## config.mk

```make
export PLATFORM = sky130hd
export DESIGN_NAME = syn_updown_cnt
export DESIGN_NICKNAME = d
export VERILOG_FILES = /design/src/rtl/syn_cnt_pkg.sv /design/src/rtl/syn_updown_next.sv /design/src/rtl/syn_updown_cnt.sv
export SDC_FILE = /design/constraint.sdc
export NUM_CORES = 1
export LEC_CHECK = 0
export CORE_ASPECT_RATIO = 1.5
export CORE_UTILIZATION = 45
export CTS_BUF_LIST = sky130_fd_sc_hd__clkbuf_8
export DETAILED_ROUTE_END_ITERATION = 8
export HOLD_SLACK_MARGIN = 0.1
export PLACE_DENSITY = 0.82
export SYNTH_ARGS = -nofsm -noshare
export SYNTH_HDL_FRONTEND = slang
export SYNTH_HIERARCHICAL = 1
export SYNTH_SLANG_ARGS = --single-unit
```

## constraint.sdc

```tcl
create_clock -name clk -period 6.5 [get_ports clk]
set_input_delay 1.625 -clock clk [delete_from_list [all_inputs] [get_ports clk]]
set_output_delay 1.625 -clock clk [all_outputs]
set_load 0.005 [all_outputs]
```

## src/rtl/syn_cnt_pkg.sv

```systemverilog
// Shared definitions for the parametrised up/down counter: limit-mode
// encodings and the clamp helper used by the load path and parameter checks.
package syn_cnt_pkg;

    localparam int CNT_WRAP = 0;
    localparam int CNT_SAT  = 1;

    // Largest unsigned value representable in 'width' bits (width 1..32).
    function automatic logic [31:0] width_max(input int width);
        return (width >= 32) ? 32'hFFFF_FFFF : ((32'd1 << width) - 32'd1);
    endfunction

    // Limit 'value' to the inclusive range 0..max.
    function automatic logic [31:0] clamp_val(input logic [31:0] value, input logic [31:0] max);
        return (value > max) ? max : value;
    endfunction

endpackage

```

## src/rtl/syn_updown_next.sv

```systemverilog
// Combinational next-state logic for the up/down counter. Priority is
// clr > load > en > hold; the limit flags are only raised by a count step
// that hits a range end, so ovf and unf can never be high together.
module syn_updown_next
    import syn_cnt_pkg::*;
#(
    parameter int          WIDTH     = 8,
    parameter int unsigned MAX_VAL   = width_max(WIDTH),
    parameter int          SATURATE  = CNT_WRAP,
    parameter int unsigned RESET_VAL = 0
) (
    input  logic [WIDTH-1:0] q,
    input  logic             en,
    input  logic             up,
    input  logic             clr,
    input  logic             load,
    input  logic [WIDTH-1:0] load_val,
    output logic [WIDTH-1:0] q_next,
    output logic             ovf_next,
    output logic             unf_next
);

    localparam logic [WIDTH-1:0] MAX_Q   = WIDTH'(MAX_VAL);
    localparam logic [WIDTH-1:0] RESET_Q = WIDTH'(RESET_VAL);
    localparam logic [WIDTH-1:0] ZERO_Q  = '0;
    localparam logic [WIDTH-1:0] ONE_Q   = WIDTH'(1);

    // Out-of-range load values are pulled down to the top of the range.
    logic [WIDTH-1:0] load_clamped;
    assign load_clamped = WIDTH'(clamp_val(32'(load_val), MAX_VAL));

    // Select the next count and the limit-event flags for this edge.
    always_comb begin
        q_next   = q;
        ovf_next = 1'b0;
        unf_next = 1'b0;
        if (clr) begin
            q_next = RESET_Q;
        end else if (load) begin
            q_next = load_clamped;
        end else if (en) begin
            if (up) begin
                if (q == MAX_Q) begin
                    ovf_next = 1'b1;
                    q_next   = (SATURATE == CNT_SAT) ? MAX_Q : ZERO_Q;
                end else begin
                    q_next = q + ONE_Q;
                end
            end else begin
                if (q == ZERO_Q) begin
                    unf_next = 1'b1;
                    q_next   = (SATURATE == CNT_SAT) ? ZERO_Q : MAX_Q;
                end else begin
                    q_next = q - ONE_Q;
                end
            end
        end
    end

endmodule

```

## src/rtl/syn_updown_cnt.sv

```systemverilog
// Parametrised up/down counter with wrap or saturate limits, synchronous
// clear/load, and registered terminal-count and over/underflow flags.
// at_max/at_min are computed from the next count so they line up with q.
module syn_updown_cnt
    import syn_cnt_pkg::*;
#(
    parameter int          WIDTH     = 8,
    parameter int unsigned MAX_VAL   = width_max(WIDTH),
    parameter int          SATURATE  = CNT_WRAP,
    parameter int unsigned RESET_VAL = 0
) (
    input  logic             clk,
    input  logic             rst,
    input  logic             clr,
    input  logic             load,
    input  logic [WIDTH-1:0] load_val,
    input  logic             en,
    input  logic             up,
    output logic [WIDTH-1:0] q,
    output logic             at_max,
    output logic             at_min,
    output logic             ovf,
    output logic             unf
);

    localparam logic [WIDTH-1:0] MAX_Q      = WIDTH'(MAX_VAL);
    localparam logic [WIDTH-1:0] RESET_Q    = WIDTH'(RESET_VAL);
    localparam logic             AT_MAX_RST = (RESET_Q == MAX_Q);
    localparam logic             AT_MIN_RST = (RESET_Q == '0);

    // Elaboration-time parameter sanity checks.
    if (WIDTH < 2 || WIDTH > 32) begin : g_bad_width
        $error("syn_updown_cnt: WIDTH must be in 2..32");
    end
    if (MAX_VAL < 1 || clamp_val(MAX_VAL, width_max(WIDTH)) != MAX_VAL) begin : g_bad_max
        $error("syn_updown_cnt: MAX_VAL must be in 1..2**WIDTH-1");
    end
    if (clamp_val(RESET_VAL, MAX_VAL) != RESET_VAL) begin : g_bad_reset
        $error("syn_updown_cnt: RESET_VAL must not exceed MAX_VAL");
    end

    logic [WIDTH-1:0] q_d, q_q;
    logic             ovf_d, ovf_q;
    logic             unf_d, unf_q;
    logic             at_max_d, at_max_q;
    logic             at_min_d, at_min_q;

    syn_updown_next #(
        .WIDTH     (WIDTH),
        .MAX_VAL   (MAX_VAL),
        .SATURATE  (SATURATE),
        .RESET_VAL (RESET_VAL)
    ) u_next (
        .q        (q_q),
        .en       (en),
        .up       (up),
        .clr      (clr),
        .load     (load),
        .load_val (load_val),
        .q_next   (q_d),
        .ovf_next (ovf_d),
        .unf_next (unf_d)
    );

    // Terminal-count flags derived from the value about to be registered.
    always_comb begin
        at_max_d = (q_d == MAX_Q);
        at_min_d = (q_d == '0);
    end

    // Count and flag registers with asynchronous active-low reset.
    always_ff @(posedge clk or negedge rst) begin
        if (!rst) begin
            q_q      <= RESET_Q;
            ovf_q    <= 1'b0;
            unf_q    <= 1'b0;
            at_max_q <= AT_MAX_RST;
            at_min_q <= AT_MIN_RST;
        end else begin
            q_q      <= q_d;
            ovf_q    <= ovf_d;
            unf_q    <= unf_d;
            at_max_q <= at_max_d;
            at_min_q <= at_min_d;
        end
    end

    assign q      = q_q;
    assign ovf    = ovf_q;
    assign unf    = unf_q;
    assign at_max = at_max_q;
    assign at_min = at_min_q;

endmodule
```

==> flow_summary.toml <==
[synthesis]
netlist_top_cells_area = "sky130_fd_sc_hd__dfrtp_1 27%, sky130_fd_sc_hd__buf_6 4.4%, sky130_fd_sc_hd__ha_1 3.7%"
register_area_share_after_synthesis_pct = 29.6
synthesized_netlist_cell_count = 115
yosys.area.top_type = "sky130_fd_sc_hd__dfrtp_1"
synthesized_net_count = 132
postSynthRegisterBits = 12
post_synth_top_area_share_pct = 27.0
syn-mean-instance-area_um2 = 8.86
number_of_warnings_reported_in_the_yosys_synthesis_log = 6
synth_cell_type_count = 46
netlist_area_mm2 = 0.00102

[global_routing]
antenna_found_initial = 0
grt.total_usage_pct = 23.7
pin_count_of_the_biggest_net_entering_global_routing = 17
grt_first_pass_wirelength_um = 4130
grt-ovfl-total = 0
number_of_global_route_vias_before_repair = 968

[timing]
timing.final.setup_violations = 0
final-max-slew-violation-count = 0
finClkSkew_ns = 0.000862
worst_pin_slew_ns = 0.601
setup_total_negative_slack_ns = 0
final_hold_viol_count = 0
timing.fmax_mhz = 275
post-route-period-util_pct = 56.0
worst_slack_ns = 2.86
maxSlewHeadroom_pct = 59.8
rsz0062_at_grt = "false"
min_period_ns = 3.64

[routing]
number_of_drc_markers_after_the_initial_detailed_route_iteration = 54
viasPerCell = 6.54
wl_per_cell_um = 16.4
detailedRoute.firstPassIterationCount = 4
vias = 1034
drt.antenna.violating_nets = 0
drc = 0
wl_um = 2590

[clock_network]
ctsHtreeMaxLevel = 1
cts_tree = "done"
tritoncts.num_buffers = 3
worst_setup_hold_path_clk_slew_ns = 0.05
worstSkewPairLatency_ns = 0.24
clockRootBuffer = "sky130_fd_sc_hd__clkbuf_8"
cts_resized = 0
cts_setup_buffers = 0
cts_hold_buf = 0
clock_tree_buffer_depth = 2
clock_sinks = 12

[power_and_ir_drop]
power_density_mw_per_mm2 = 187
max-vdd-ir-drop_mv = 0.0694
power.static_leakage_nw = 0.499

[floorplanning]
io_pins = 26
std_cell_rows = 20
dieHeight_um = 60.3
core_area_mm2 = 0.00208
die_width_um = 40.8
initial_core_utilization_pct = 49.0
design.die.area_mm2 = 0.00246

[finish]
finalNetCount = 154
syn2layout_area_growth_pct = 25.3
n_antenna_cell = 0
layout-drive-gt1-share_pct = 7.35
filler_cell_count = 186
core_utilization_of_the_finished_layout_pct = 61.4
finalInstanceArea_mm2 = 0.00128

[worst_setup_path]
reg2reg_slack_ns = 4.02
worst-setup-path-type = "primary input to flop"
critical_path_rt_ns = 6.68
crit_path_start_kind = "primary input"
timing.critical_path.fanout_max = 12
critical_path_arrival_ns = 3.82
critPathCaptureType = "flop"

[placement]
dpl_worst_slack_ns = 2.68
dp.final_hpwl_um = 1940
detailed_place.area_mm2 = 0.00122
gp_routability_congestion = 0.921
port_buffer_count = 25

[worst_hold_path]
hold_class = "flop to flop"

[flow_run]
max_cap_viol_count = 0

[run_status]
result_of_the_run = "finished, final reports clean"
## sequential cells by signal, summed over array words and instances (netlist names)
signal,count
at_max,1
at_min,1
ovf,1
q,8
unf,1
## cell usage in the layout (no fill, tap or decap), types with 2 or more instances in the layout
master                            synthesis  routed
sky130_fd_sc_hd__clkdlybuf4s50_1          0      25
sky130_fd_sc_hd__dfrtp_1                 11      11
sky130_fd_sc_hd__nor2_1                   9       9
sky130_fd_sc_hd__inv_1                    9       9
sky130_fd_sc_hd__a21oi_1                  7       7
sky130_fd_sc_hd__nand3_1                  6       6
sky130_fd_sc_hd__nand2_1                  5       5
sky130_fd_sc_hd__nand4_1                  4       4
sky130_fd_sc_hd__clkbuf_8                 1       4
sky130_fd_sc_hd__xnor2_1                  4       4
sky130_fd_sc_hd__or4_1                    3       3
sky130_fd_sc_hd__nor3b_1                  3       3
sky130_fd_sc_hd__nor3_1                   3       3
sky130_fd_sc_hd__or3_1                    3       3
sky130_fd_sc_hd__o21bai_1                 3       3
sky130_fd_sc_hd__ha_1                     3       3
sky130_fd_sc_hd__a31oi_1                  2       2
sky130_fd_sc_hd__o21ai_0                  2       2
sky130_fd_sc_hd__a221o_1                  2       2
sky130_fd_sc_hd__a221oi_2                 2       2
sky130_fd_sc_hd__xor2_1                   2       2
sky130_fd_sc_hd__mux2i_1                  2       2
sky130_fd_sc_hd__a41oi_1                  2       2
## layout make-up
class	count	area [um^2]	share of cell area [%]
Multi-Input combinational cell	85	604	47.4
Sequential cell	12	302	23.6
Timing Repair Buffer	25	250	19.6
Clock buffer	4	55.1	4.31
Inverter	10	37.5	2.94
Tap cell	22	27.5	2.16
## worst max-delay path: stages
cell and delay (ns):
sky130_fd_sc_hd__clkdlybuf4s50_1 0.77, sky130_fd_sc_hd__nand4_1 0.23, sky130_fd_sc_hd__or2_1 0.28, sky130_fd_sc_hd__a211oi_1 0.23, sky130_fd_sc_hd__a311oi_1 0.10, sky130_fd_sc_hd__or4_1 0.48, sky130_fd_sc_hd__nor2_1 0.10
## cell families (layout without fill, tap and decap cells)
| group | after synthesis | in the layout | synth area share [%] |
|---|---|---|---|
| adder cells (fa/ha/maj) | 3 | 3 | 3.69 |
| XOR/XNOR | 6 | 6 | 5.16 |
| buffers and inverters | 18 | 39 | 11.1 |
| multiplexers | 2 | 2 | 1.97 |
| flip-flops | 12 | 12 | 29.6 |
| AO/OA/AOI/OAI | 34 | 34 | 26.3 |
| AND/OR/NAND/NOR | 40 | 40 | 22.2 |
## synthesized netlist by cell type, drive strengths merged
cell	number
nor3b	3
nand4	4
nor2	9
inv	10
nor4	1
xor2	2
a21oi	7
or4	3
or3	3
ha	3
dfrtp	11
mux2i	2
and3	1
nor2b	1
o2111ai	1
a2bb2oi	1
nand2	5
buf	5
dfstp	1
nor3	3
a221oi	2
a211o	1
a21boi	1
o31ai	1
a31oi	3
o211ai	1
a31o	1
o311a	1
o41a	1
xnor2	4
o21a	1
o21ai	3
a211oi	1
o21bai	3
a221o	2
nand3	6
a311oi	1
or2	1
clkbuf	3
a41oi	2
## layer usage
| layer | GRT usage, % | part of all wire, % |
|---|---|---|
| met3 | 0.743 | 6.0 |
| met1 | 30.9 | 41 |
| met5 | 0 | 0 |
| met4 | 16.2 | 5.2 |
| met2 | 35.7 | 48 |
## worst paths after layout
path	cells after the start	from	end
hold / removal	2	q[7]	q[7]
min in group asynchronous	1	rst	unf
max in group asynchronous	1	rst	at_min
setup / recovery	7	up	at_min
setup reg to reg	8	q[0]	at_min
hold reg to reg	2	q[7]	q[7]
## power by group
| group | switching (W) | internal, W |
|---|---|---|
| Combinational | 0.0000323 | 0.0000352 |
| Sequential | 0.0000121 | 0.0000798 |
| Clock | 0.0000264 | 0.0000534 |
| Total | 0.0000707 | 0.000168 |
## through the flow
step | total power (W) | std cells | hold slack [ns]
2_1_floorplan | 0.000135 | 115 | 0.636
3_3_place_gp | 0.000158 | 154 | 0.701
3_5_place_dp | 0.000160 | 154 | 0.716
4_1_cts | 0.000240 | 158 | 0.721
5_1_grt | 0.000252 | 158 | 0.784
6_report | 0.000239 | 158 | 0.725
No activity file was read; power rests on OpenSTA's default activity.
